**config.mk**
```make
export PLATFORM = sky130hd
export DESIGN_NAME = load_store_unit
export DESIGN_NICKNAME = d
export VERILOG_FILES = /design/src/rtl/load_store_unit.sv
export SDC_FILE = /design/constraint.sdc
export NUM_CORES = 1
export LEC_CHECK = 0
export BUFFER_PORTS_ARGS = -buffer_cell sky130_fd_sc_hd__buf_4
export CAP_MARGIN = 15
export CORE_MARGIN = 8
export CORE_UTILIZATION = 50
export CTS_CLUSTER_DIAMETER = 60
export DETAILED_ROUTE_END_ITERATION = 8
export PLACE_DENSITY = 0.82
export SLEW_MARGIN = 40
export SYNTH_ARGS = -nofsm -noshare
export SYNTH_HDL_FRONTEND = slang
export SYNTH_SLANG_ARGS = --single-unit
export TNS_END_PERCENT = 10
```
**constraint.sdc**
```tcl
create_clock -name clk -period 2.9 [get_ports clk]
set_input_delay 0.145 -clock clk [delete_from_list [all_inputs] [get_ports clk]]
set_output_delay 0.145 -clock clk [all_outputs]
set_load 0.1 [all_outputs]
```
**src/rtl/load_store_unit.sv**
```systemverilog
// MEM-stage data-memory interface: one valid/ready request per access, waits for the load
// response, and returns sign/zero-extended load data with a one-cycle Done pulse.
module load_store_unit #(
    parameter int unsigned ADDR_W  = 32,
    parameter int unsigned TIMEOUT = 255
) (
    input  logic              clk,
    input  logic              reset,
    input  logic              Start,
    input  logic              WE,
    input  logic [2:0]        Funct3,
    input  logic [ADDR_W-1:0] Addr,
    input  logic [31:0]       WriteData,
    output logic              Busy,
    output logic              Done,
    output logic [31:0]       ReadData,
    output logic              Misaligned,
    output logic              Timeout,
    output logic              mem_req_valid,
    input  logic              mem_req_ready,
    output logic [ADDR_W-1:0] mem_addr,
    output logic              mem_we,
    output logic [3:0]        mem_be,
    output logic [31:0]       mem_wdata,
    input  logic              mem_rsp_valid,
    input  logic [31:0]       mem_rdata
);
    localparam int unsigned CNT_W = (TIMEOUT > 1) ? $clog2(TIMEOUT) : 1;

    typedef enum logic [1:0] {StIdle, StReq, StWait, StDone} state_e;

    state_e           state_q;
    logic             we_q;
    logic [2:0]       funct3_q;
    logic [1:0]       offset_q;
    logic [CNT_W-1:0] wait_cnt_q;

    logic        start_illegal;
    logic [3:0]  start_be;
    logic [31:0] start_wdata;
    logic [7:0]  rsp_byte;
    logic [15:0] rsp_half;
    logic [31:0] rsp_data;
    logic        timeout_hit;

    // Decode of the incoming access, evaluated in the Start cycle.
    always_comb begin
        if (WE) begin
            start_illegal = Funct3[2] || (Funct3[1:0] == 2'b11);
        end else begin
            start_illegal = (Funct3[1:0] == 2'b11) || (Funct3 == 3'b110);
        end
        case (Funct3[1:0])
            2'b01:   if (Addr[0]) start_illegal = 1'b1;
            2'b10:   if (Addr[1:0] != 2'b00) start_illegal = 1'b1;
            default: ;
        endcase

        start_be    = 4'b1111;
        start_wdata = WriteData;
        if (WE) begin
            case (Funct3[1:0])
                2'b00: begin
                    start_be    = 4'b0001 << Addr[1:0];
                    start_wdata = {4{WriteData[7:0]}};
                end
                2'b01: begin
                    start_be    = Addr[1] ? 4'b1100 : 4'b0011;
                    start_wdata = {2{WriteData[15:0]}};
                end
                default: ;
            endcase
        end
    end

    always_comb begin
        case (offset_q)
            2'd0:    rsp_byte = mem_rdata[7:0];
            2'd1:    rsp_byte = mem_rdata[15:8];
            2'd2:    rsp_byte = mem_rdata[23:16];
            default: rsp_byte = mem_rdata[31:24];
        endcase
        rsp_half = offset_q[1] ? mem_rdata[31:16] : mem_rdata[15:0];
        case (funct3_q)
            3'b000:  rsp_data = {{24{rsp_byte[7]}}, rsp_byte};
            3'b001:  rsp_data = {{16{rsp_half[15]}}, rsp_half};
            3'b100:  rsp_data = {24'b0, rsp_byte};
            3'b101:  rsp_data = {16'b0, rsp_half};
            default: rsp_data = mem_rdata;
        endcase
    end

    assign timeout_hit = (TIMEOUT != 0) && (32'(wait_cnt_q) == TIMEOUT - 1);

    // Stall starts combinationally in the Start cycle so the pipeline freezes immediately.
    assign Busy = (state_q == StReq) || (state_q == StWait) || ((state_q == StIdle) && Start);

    always_ff @(posedge clk) begin
        if (reset) begin
            state_q       <= StIdle;
            we_q          <= 1'b0;
            funct3_q      <= 3'b000;
            offset_q      <= 2'b00;
            wait_cnt_q    <= '0;
            Done          <= 1'b0;
            ReadData      <= 32'b0;
            Misaligned    <= 1'b0;
            Timeout       <= 1'b0;
            mem_req_valid <= 1'b0;
            mem_addr      <= '0;
            mem_we        <= 1'b0;
            mem_be        <= 4'b0;
            mem_wdata     <= 32'b0;
        end else begin
            case (state_q)
                StIdle: begin
                    if (Start) begin
                        we_q      <= WE;
                        funct3_q  <= Funct3;
                        offset_q  <= Addr[1:0];
                        mem_addr  <= {Addr[ADDR_W-1:2], 2'b00};
                        mem_we    <= WE;
                        mem_be    <= start_be;
                        mem_wdata <= start_wdata;
                        if (start_illegal) begin
                            state_q    <= StDone;
                            Done       <= 1'b1;
                            Misaligned <= 1'b1;
                            ReadData   <= 32'b0;
                        end else begin
                            state_q       <= StReq;
                            mem_req_valid <= 1'b1;
                        end
                    end
                end
                StReq: begin
                    if (mem_req_ready) begin
                        mem_req_valid <= 1'b0;
                        wait_cnt_q    <= '0;
                        if (we_q) begin
                            state_q <= StDone;
                            Done    <= 1'b1;
                        end else begin
                            state_q <= StWait;
                        end
                    end
                end
                StWait: begin
                    if (mem_rsp_valid) begin
                        state_q  <= StDone;
                        Done     <= 1'b1;
                        ReadData <= rsp_data;
                    end else if (timeout_hit) begin
                        state_q  <= StDone;
                        Done     <= 1'b1;
                        Timeout  <= 1'b1;
                        ReadData <= 32'b0;
                    end else begin
                        wait_cnt_q <= wait_cnt_q + CNT_W'(1);
                    end
                end
                default: begin
                    state_q    <= StIdle;
                    Done       <= 1'b0;
                    Misaligned <= 1'b0;
                    Timeout    <= 1'b0;
                end
            endcase
        end
    end
endmodule

```
* After elaboration in Yosys (flattened, before gate mapping)
Index checks and enable logic that the tools add are counted.
** Storage, ports and cells
- Bits in registers :: 118
- Input bits :: 105
- Output and inout port bits :: 106
- Word-level logic and storage cells :: 103
** Operators by class
- Add/sub/neg operators :: 1
- Equality and inequality tests :: 21
- Shift operators :: 1
- Mux-type cells :: 42
- Bitwise gates (word level) :: 2
- Reduce and logical (&&, ||, !) cells :: 23
** Operator list (number)
- 32-bit two-way mux :: 5
- 32-bit one-hot mux with 2 select lines :: 2
- 32-bit one-hot mux with 4 select lines :: 1
- 8-bit two-way mux :: 3
- 8-bit one-hot mux with 3 select lines :: 1
- 16-bit two-way mux :: 1
- 2-bit inequality test, second input constant :: 8
- 8-bit one-hot mux with 2 select lines :: 1
- 1-bit two-way mux :: 14
- 4-bit AND reduction :: 3
- 2-bit two-way mux :: 5
- 3-bit equality test, second input constant :: 3
- 3-bit AND reduction :: 3
- 8-bit by 1-bit adder with 8-bit output, second input constant :: 1
- 2-bit equality test, second input constant :: 4
- 8-bit equality test, second input constant :: 1
- 4-bit two-way mux :: 2
- 1-bit one-hot mux with 2 select lines :: 4
- 4-bit one-hot mux with 2 select lines :: 1
- 2-bit nonzero test :: 4
- 2-bit by 1-bit equality test with 1-bit output, second input constant :: 3
- 2-bit zero test :: 3
- 2-bit one-hot mux with 3 select lines :: 1
- 5-bit AND reduction :: 1
- 10 further kinds :: 15

* Longest topological paths before layout
- Depth after elaboration :: 8
- Depth in mapped cells :: 8
- Gate-level depth less buffers :: 7

* Worst setup path before layout
No wires, ideal clock.
- Path type :: flip-flop to output port
- Start :: register state_q[0]
- End :: output port Busy
- Arrival time :: 1.880 ns
- Data required time :: 2.755 ns
- Slack :: 0.875 ns
- Cell stages (with the launch flop) :: 7
- Buffers on the path :: 2
- Cell sequence :: dfxtp_1 > inv_1 > ha_1 > clkbuf_1 > nand2_1 > clkbuf_1 > nand2b_1
** On the way
- Cells in the longest elaborated chain, start to end :: 3
- Elaborated cells on any way between the ends :: 6
- Classes of those cells :: eq/ne (2); reduce/logical (4)
** RTL lines
- start: declaration :: RTL line 32 : state_e state_q;
- start signal: assignment :: RTL line 100 : state_q <= StIdle;
- start signal: assignment :: RTL line 126 : state_q <= StDone;
- start signal: assignment :: RTL line 131 : state_q <= StReq;
- 2-bit by 1-bit equality test with 1-bit output (tied with other cells) :: RTL line 96 : assign Busy = (state_q == StReq) || (state_q == StWait) || ((state_q == StIdle) && Start);
- 1-bit logical OR or 1-bit logical AND (tied branches) :: RTL line 96
- 1-bit logical OR (*) :: RTL line 96
- end: declaration :: RTL line 14 : output logic Busy,
Every way passes the cells marked *; elsewhere a longest branch is shown, timed or not.

* Worst setup path in the final report
Same ends and word-level chain as after synthesis.

==> flow_summary.toml <==
[routing]
drc = 0
vias = 6360
drt_wl_total_um = 22500
drt_pass1_iterations = 5
viasPerCell = 5.92
wl_per_cell_um = 20.9
antenna_left = 0
drtIter0Drc = 727

[final_layout]
drive_gt1_frac = 0.277
area_delta_synth_final_pct = 58.3
fin_nets = 1040
n_fill_cell = 570
diodes = 0

[clock_tree]
root_buffer = "clkbuf_8"
cts_tree = "done"
post_cts_buffers = 0
clock_path_buffers = 2
path_clk_slew_ps = 60
clk_latency_ps = 530
cts_inserted_buffers = 17
htreeDepth = 4
clock_sinks = 118

[yosys]
yosysSeqAreaShare = 0.441
ys_warn_count = 0
syn-cell-area_mm2 = 0.00536
synth_flop_cell = "dfxtp_1"
async_flop_share = 0
ys_seq_elements = 118
synth_top_area_frac = 0.441
avgSynthCellArea_um2 = 8.24
synthTopCellsByCount = "dfxtp_1 (118), nand2_1 (111), a21oi_1 (88), nor2_1 (46), clkbuf_1 (39)"
yosysTopAreaCell = "dfxtp_1"
netlist-cell-type-count = 48
synth-edff-count = 0
yosys-top-cells-area = "dfxtp_1 (44%), a21oi_1 (8.2%), nand2_1 (7.8%)"
syn_inst = 650
yosysMostFrequentCell = "dfxtp_1"

[pwr]
power.density_mw_per_mm2 = 1080
finalPower_mw = 9.15
ir_worst_vdd_mv = 0.907
power.static_leakage_nw = 3.67

[global_routing]
grtUsageTotal = 0.307
grt_max_degree = 81
antenna_found_initial = 0
grt_first_pass_wirelength_um = 35500
grt_pass1_vias = 6558
grt_overflow = 0

[floorplanning]
die_height_um = 120
fp.dieW_um = 120
io_pins = 211
start_util = 0.517
fp.dieArea_mm2 = 0.0143
core-area_mm2 = 0.0104
rows = 37

[run]
drv_cap = 0

[worst_setup_path]
crit_arrival_ps = 2540
rrSetupSlack_ps = 530
worstSetupPathType = "reg -> out"
crit_path_end_kind = "primary output"
timing.rr.end = "mem_addr[6]$_SDFFE_PP0P_"
critPathLaunch = "state_q[0]$_SDFFE_PP0P_"
worstPathMaxFanout = 36
r2r_cells = 6
crit_path_end = "Busy"
startpoint_type = "register"
critPathRequiredTime_ps = 2760
r2r_start = "state_q[0]$_SDFFE_PP0P_"

[sta]
fin_crit_sh = 0.926
relSlewSlack = 0.495
post-route-min-period_ps = 2690
maxSlewViolCount = 0
max_freq_mhz = 372
finalClockSkew_ps = 10.4
hold_violations = 0
worstMarginPinSlew_ps = 757
finalSetupViolations = 0
rsz0062_at_grt = "false"
tns_ps = 0

[place]
hpwl_um = 13200
portBuffers = 208
place.gp.congestion = 0.911

[hold_path]
worstHoldPathType = "in -> reg"

[run_status]
status = "finished clean"
worst max-delay path: stages, from the launching register on:
cell and delay [ps]:
dfxtp_1 340, inv_1 90, ha_1 400, nand2_2 520, nand2b_1 310, buf_4 340
worst min-delay path by stage:
stage | from | end | slack (ps) | depth (start not counted)
floorplan | Addr[0] | offset_q[0]$_SDFFE_PP0P_ | 280 | 2
CTS | WriteData[21] | mem_wdata[21]$_SDFFE_PP0P_ | 4 | 3
finish | mem_rdata[7] | ReadData[7]$_SDFFE_PP0P_ | 30 | 3
detailed placement | Addr[22] | mem_addr[22]$_SDFFE_PP0P_ | 400 | 3
global placement | Addr[20] | mem_addr[20]$_SDFFE_PP0P_ | 390 | 3
global route | WriteData[21] | mem_wdata[21]$_SDFFE_PP0P_ | 40 | 3
per-stage QoR:
step / hold WS (ps) / util / instances / instance area, µm² / setup slack [ps]
2_1_floorplan: 281 / - / 651 / 5360 / 875
3_3_place_gp: 391 / 0.671 / 953 / 6960 / 879
3_5_place_dp: 401 / 0.671 / 953 / 6960 / 790
4_1_cts: 4.16 / 0.818 / 1074 / 8480 / 313
5_1_grt: 40.6 / 0.818 / 1074 / 8480 / 64.0
6_report: 30.7 / 0.818 / 1074 / 8480 / 215
state kept, by name, indices dropped and copies added (netlist names):
register and flops:
mem_req_valid 1, Timeout 1, ReadData 32, wait_cnt_q 8
mem_wdata 32, Misaligned 1, funct3_q 3, we_q 1
mem_addr 30, offset_q 2, Done 1, mem_be 4
state_q 2
repair_timing:
action                     4_1_cts  5_1_grt
resized for setup                0        0
hold endpoints to repair        89        0
setup endpoints to repair        0        0
hold buffers                    89        0
layout by cell type (no fill, tap or decap), drive strengths merged, types with 15 or more instances in the layout:
cell         synthesis  final
mux2i               16     16
nand2b              22     22
a21oi               88     88
clkbuf              39     17
buf                 10    215
o21ai               20     20
dlygate4sd3          0     89
nand2              111    111
a211oi              29     29
inv                 10     15
nand3               15     15
dfxtp              118    118
nor3                25     25
a22o                24     24
nor2                47     47
layer usage:
layer,GRT usage,wire length [µm]
met1,0.325,7990
met2,0.523,10800
met3,0.126,2720
met4,0.146,907
met5,0,0
power breakdown:
part | internal, mW | switching, mW | total, mW
Clock | 1.42 | 0.828 | 2.25
Sequential | 1.96 | 0.257 | 2.21
Combinational | 1.07 | 3.61 | 4.69
Total | 4.45 | 4.70 | 9.15
logic make-up after synthesis:
kind of cell | synth area share
AND/OR/NAND/NOR | 0.224
AO/OA/AOI/OAI | 0.221
flip-flops | 0.441
buffers and inverters | 0.0455
multiplexers | 0.0362
adder cells (fa/ha/maj) | 0.0234
XOR/XNOR | 0.00817
other | 0.000700
area by class of cell:
| cell class | count | area (µm²) | area share |
|---|---|---|---|
| multi-input cells | 474 | 2760 | 0.326 |
| repair buffers | 304 | 2520 | 0.297 |
| well taps | 136 | 170 | 0.0201 |
| flip-flops and latches | 118 | 2360 | 0.279 |
| clock buffers | 17 | 414 | 0.0488 |
| clock inverters | 15 | 218 | 0.0257 |
| inverters | 10 | 37.5 | 0.00443 |
No activity file was read; power rests on OpenSTA's default activity.
